**config.mk**
```make
export PLATFORM = sky130hd
export DESIGN_NAME = pwm_reg_arbiter
export DESIGN_NICKNAME = d
export VERILOG_FILES = /design/src/rtl/pwm_reg_arbiter.sv
export SDC_FILE = /design/constraint.sdc
export NUM_CORES = 1
export LEC_CHECK = 0
export ABC_AREA = 1
export CAP_MARGIN = 20
export CELL_PAD_IN_SITES_DETAIL_PLACEMENT = 1
export CELL_PAD_IN_SITES_GLOBAL_PLACEMENT = 1
export CORE_MARGIN = 5
export CORE_UTILIZATION = 35
export DETAILED_ROUTE_END_ITERATION = 8
export PLACE_DENSITY_LB_ADDON = 0.1
export SYNTH_ARGS = -nofsm -noshare
export SYNTH_HDL_FRONTEND = slang
export SYNTH_SLANG_ARGS = --single-unit
```
**constraint.sdc**
```tcl
create_clock -name clk -period 1.3 [get_ports clk]
set_input_delay 0.26 -clock clk [delete_from_list [all_inputs] [get_ports clk]]
set_output_delay 0.26 -clock clk [all_outputs]
set_load 0.02 [all_outputs]
```
**src/rtl/pwm_reg_arbiter.sv**
```systemverilog
// Arbitrated 4x8 PWM configuration bank. SPI and host writes share a shadow bank;
// each committed write reloads the active bank atomically and pulses cfg_update.
module pwm_reg_arbiter #(
  parameter logic [31:0] REG_RESET = 32'h0000_0000
) (
  input  logic        clk,
  input  logic        rst_n,
  input  logic [1:0]  spi_addr,
  input  logic [7:0]  spi_wdata,
  input  logic        spi_wr_en,
  output logic [7:0]  spi_rd_data,
  input  logic        hs_req,
  input  logic        hs_we,
  input  logic [1:0]  hs_addr,
  input  logic [7:0]  hs_wdata,
  output logic        hs_gnt,
  output logic [7:0]  hs_rdata,
  output logic [31:0] regs_o,
  output logic        cfg_update,
  output logic        spi_ovr
);

  typedef enum logic [1:0] {IDLE = 2'd0, UPDATE = 2'd1, RDWAIT = 2'd2} state_t;
  typedef enum logic {GNT_SPI = 1'b0, GNT_HOST = 1'b1} requester_t;

  state_t     state, state_nxt;
  requester_t last_gnt;

  logic       spi_we_q, spi_pend, spi_rise;
  logic [1:0] pend_addr;
  logic [7:0] pend_data;
  logic [7:0] shadow [4];

  logic       tie, spi_win, host_win;
  logic       shadow_we;
  logic [1:0] shadow_waddr;
  logic [7:0] shadow_wdata;

  // Level-held SPI enable becomes a single request on its rising edge.
  assign spi_rise = spi_wr_en & ~spi_we_q;

  always_ff @(posedge clk or negedge rst_n) begin
    if (!rst_n) state <= IDLE;
    // NOTE: clocked state uses non-blocking assignments so every flop samples pre-edge values.
    else        state <= state_nxt;
  end

  always_comb begin
    // NOTE: defaults first, so every path assigns every output and no latch is inferred.
    state_nxt = state;
    tie       = 1'b0;
    spi_win   = 1'b0;
    host_win  = 1'b0;
    case (state)
      IDLE: begin
        tie = spi_pend & hs_req;
        if (tie) begin
          spi_win  = (last_gnt == GNT_HOST);
          host_win = (last_gnt == GNT_SPI);
        end else begin
          spi_win  = spi_pend;
          host_win = hs_req;
        end
        if (spi_win || (host_win && hs_we)) state_nxt = UPDATE;
        else if (host_win)                  state_nxt = RDWAIT;
      end
      UPDATE:  state_nxt = IDLE;
      RDWAIT:  state_nxt = IDLE;
      default: state_nxt = IDLE;
    endcase
  end

  always_comb begin
    shadow_we    = spi_win | (host_win & hs_we);
    shadow_waddr = spi_win ? pend_addr : hs_addr;
    shadow_wdata = spi_win ? pend_data : hs_wdata;
  end

  // A rise on the same edge the old entry commits is a clean hand-over, not an overrun.
  always_ff @(posedge clk or negedge rst_n) begin
    if (!rst_n) begin
      spi_we_q  <= 1'b0;
      spi_pend  <= 1'b0;
      pend_addr <= '0;
      pend_data <= '0;
      spi_ovr   <= 1'b0;
    end else begin
      spi_we_q <= spi_wr_en;
      if (spi_rise) begin
        pend_addr <= spi_addr;
        pend_data <= spi_wdata;
        spi_pend  <= 1'b1;
        if (spi_pend && !spi_win) spi_ovr <= 1'b1;
      end else if (spi_win) begin
        spi_pend <= 1'b0;
      end
    end
  end

  always_ff @(posedge clk or negedge rst_n) begin
    if (!rst_n) begin
      // NOTE: the bank is four ordinary flops, so it is reset explicitly rather than treated as RAM.
      for (int i = 0; i < 4; i++) shadow[i] <= REG_RESET[8*i +: 8];
      regs_o <= REG_RESET;
    end else begin
      if (shadow_we) shadow[shadow_waddr] <= shadow_wdata;
      if (state == UPDATE) regs_o <= {shadow[3], shadow[2], shadow[1], shadow[0]};
    end
  end

  always_ff @(posedge clk or negedge rst_n) begin
    if (!rst_n) begin
      last_gnt    <= GNT_HOST;
      hs_gnt      <= 1'b0;
      hs_rdata    <= '0;
      cfg_update  <= 1'b0;
      spi_rd_data <= REG_RESET[7:0];
    end else begin
      if (tie) last_gnt <= spi_win ? GNT_SPI : GNT_HOST;
      hs_gnt      <= host_win;
      if (host_win) hs_rdata <= shadow[hs_addr];
      cfg_update  <= (state == UPDATE);
      spi_rd_data <= shadow[spi_addr];
    end
  end

endmodule
```
==> flow_summary.json <==
{
  "drc_errors": 0,
  "cts_buffers": 9,
  "yosysWarnings": 0,
  "die_w_microns": 120,
  "fin_skew_ns": 0.00556,
  "critical_path.most_common_cell": "nand2_2",
  "grt_pass1_vias": 3935,
  "cts-root-buf": "clkbuf_16",
  "cp_data_arrival_time_ns": 1.77,
  "fin_crit_sh": 1.18,
  "crit_required_ns": 1.53,
  "routabilityCongestion": 0.794,
  "worst_pin_slew_ns": 0.271,
  "start_kind": "flip-flop",
  "synth_common_cells": "nand2_1, dfrtp_1, o21ai_0",
  "critPathLaunch": "state[1]",
  "cp_slowest_cell": "dfrtp_1",
  "synth_edf_count": 0,
  "fin_area_sq_um": 5880,
  "rows": 40,
  "worst_slew_margin_rel": 0.818,
  "clock_path_buffers": 2,
  "p_sw_frac": 0.424,
  "setup_violations": 43,
  "power_switching_mw": 6.11,
  "crit_fanout": 16,
  "powerDensity_nw_per_um2": 2450,
  "cts_tree": "yes",
  "ys_top_cells_by_area": "dfrtp_1, nand2_1, o21ai_0, a21oi_1, nand3_1",
  "intPower_mw": 8.31,
  "fmax_mhz": 650,
  "portBuffers": 75,
  "synth_area_per_cell_sq_um": 8.50,
  "rsz0062_at_grt": "true",
  "drt_wl_total_microns": 12800,
  "maxCapViolCount": 0,
  "grt-ovfl-total": 0,
  "comb_power_share": 0.455,
  "setup_ws_ns": -0.239,
  "yosysMostFrequentCell": "nand2_1",
  "p_leak_nw": 2.90,
  "ys_types": 23,
  "place_area_sq_um": 5490,
  "seq_area_sq_um": 2450,
  "grt_usage": 0.182,
  "ir_drop_uv": 840,
  "slowest_delay_ns": 0.41,
  "ios": 76,
  "grt_antenna_before_repair": 0,
  "drt-initial-drc-count": 261,
  "n_antenna_cell": 0,
  "insertion_delay_ns": 0.34,
  "total_power_mw": 14.4,
  "timing.rr.start": "state[1]",
  "netlist.area_leader.share": 0.570,
  "violations": "negative setup slack",
  "min_period_ns": 1.54,
  "grt_max_degree": 48,
  "synth_nets": 526,
  "fin_hold_ws_ns": 0.344,
  "start_util": 0.356,
  "grt_pass1_wl_microns": 20800,
  "core_sq_um": 12000,
  "multi_input_area_sq_um": 1700,
  "critPathKind": "flip-flop to flip-flop",
  "dp_hpwl_microns": 9380,
  "synthesis.instances": 501,
  "syn_area_sq_um": 4260,
  "yosys_most_used_dff": "dfrtp_1",
  "ys_seq_area_frac": 0.576,
  "drv_slew": 0,
  "fp.dieH_microns": 120,
  "numClockSinks": 98,
  "crit_path_end_kind": "flip-flop",
  "post-route-util": 0.491,
  "async_flop_share": 1.00,
  "final_antenna_net_count": 0,
  "dr.pass1.iters": 5,
  "nFillCells": 1412,
  "viasPerCell": 4.88,
  "area_delta_synth_final_pct": 38.0,
  "ys_ff_latch": 98,
  "pwr-share-clk": 0.184,
  "p_seq_frac": 0.361,
  "die_area_sq_um": 14500,
  "clk_pin_slew_ns": 0.07,
  "hp-class": "input port to async pin",
  "outcome": "complete, but fails checks",
  "cp_cell_sequence": "nor2_4 > nand3_4 > nand2_2 > nand2_2 > buf_6 > nand3_1 > nand2_1",
  "htree_num_levels": 3,
  "wl_per_cell_microns": 16.8,
  "nets": 637,
  "yosysTopAreaCell": "dfrtp_1",
  "hold_viol": 0,
  "vias": 3727,
  "drive_gt1_frac": 0.220
}
==> sequential cells by signal, summed over array words and instances, names as in the netlist <==
signal       cells
regs_o          32
shadow          32
hs_rdata         8
pend_data        8
spi_rd_data      8
pend_addr        2
state            2
cfg_update       1
hs_gnt           1
last_gnt         1
spi_ovr          1
spi_pend         1
spi_we_q         1
==> worst max-delay path: cells and delay by family, from the launching register on <==
family	cells	cell delay (ns)
flip-flops	1	0.41
AND/OR/NAND/NOR	6	0.81
buffers and inverters	1	0.19
==> per-layer routing <==
layer | part of all wire | vias up | track usage
met2 | 0.47 | 76 | 0.300
met4 | 0.015 | 0 | 0.0552
met5 | 0 | - | 0
li1 | - | 1843 | -
met3 | 0.034 | 15 | 0.0267
met1 | 0.48 | 1793 | 0.249
==> timing repair <==
item	4_1_cts	5_1_grt
gates cloned	1	1
setup endpoints to repair	95	77
resized for setup	128	43
hold buffers	1	0
endpoints found under the hold margin	13	0
buffers inserted	7	2
pin swaps	2	0
==> worst paths after layout <==
kind / cells after the start / slack [ns] / endpoint
setup / recovery: 7 / -0.24 / shadow[13]
hold / removal: 2 / 0.34 / regs_o[15]
setup reg to reg: 7 / -0.24 / shadow[13]
hold reg to reg: 1 / 0.47 / spi_ovr
max in group asynchronous: 3 / 0.42 / shadow[28]
min in group clk: 1 / 0.39 / spi_we_q
==> power groups by stage <==
| stage | clock [mW] | sequential [mW] | combinational, mW |
|---|---|---|---|
| 2_1_floorplan | 0 | 5.65 | 2.84 |
| 3_3_place_gp | 0 | 5.19 | 6.23 |
| 3_5_place_dp | 0 | 5.22 | 6.42 |
| 4_1_cts | 2.72 | 5.20 | 6.59 |
| 5_1_grt | 2.84 | 5.36 | 7.25 |
| 6_report | 2.65 | 5.20 | 6.57 |
==> cells in the final DEF (no fill, tap or decap), types with 5 or more instances in the layout <==
cell type | synthesis | routed
a21oi_1 | 40 | 40
a31oi_1 | 8 | 7
buf_12 | 0 | 8
buf_4 | 0 | 31
buf_6 | 2 | 6
clkbuf_16 | 0 | 10
clkbuf_2 | 0 | 24
clkdlybuf4s15_1 | 0 | 19
clkdlybuf4s15_2 | 0 | 6
clkdlybuf4s50_1 | 0 | 22
dfrtp_1 | 97 | 96
inv_1 | 26 | 25
nand2_1 | 193 | 184
nand2_2 | 6 | 9
nand2_4 | 0 | 6
nand3_1 | 33 | 30
nor2_1 | 10 | 6
nor2_4 | 3 | 5
o21ai_0 | 41 | 38
o21ai_1 | 4 | 6
==> area by class of cell <==
cell class,count,area share
Sequential cell,98,0.418
Multi-Input combinational cell,350,0.289
Timing Repair Buffer,122,0.191
Clock buffer,9,0.0383
Tap cell,147,0.0313
Inverter,31,0.0213
Clock inverter,7,0.0117
==> cell families after synthesis <==
logic type | count (synthesis) | synth area share
AND/OR/NAND/NOR | 255 | 0.255
flip-flops | 98 | 0.576
AO/OA/AOI/OAI | 95 | 0.115
buffers and inverters | 53 | 0.0534
==> metrics by stage <==
step	setup WS (ns)	std cells	TNS, ns
finish	-0.239	764	-8.15
detailed placement	-0.520	738	-21.63
global route	-0.323	764	-11.88
CTS	-0.230	762	-7.84
floorplan	-0.0662	501	-1.99
global placement	-0.433	738	-18.85
(Power assumes the default switching activity.)
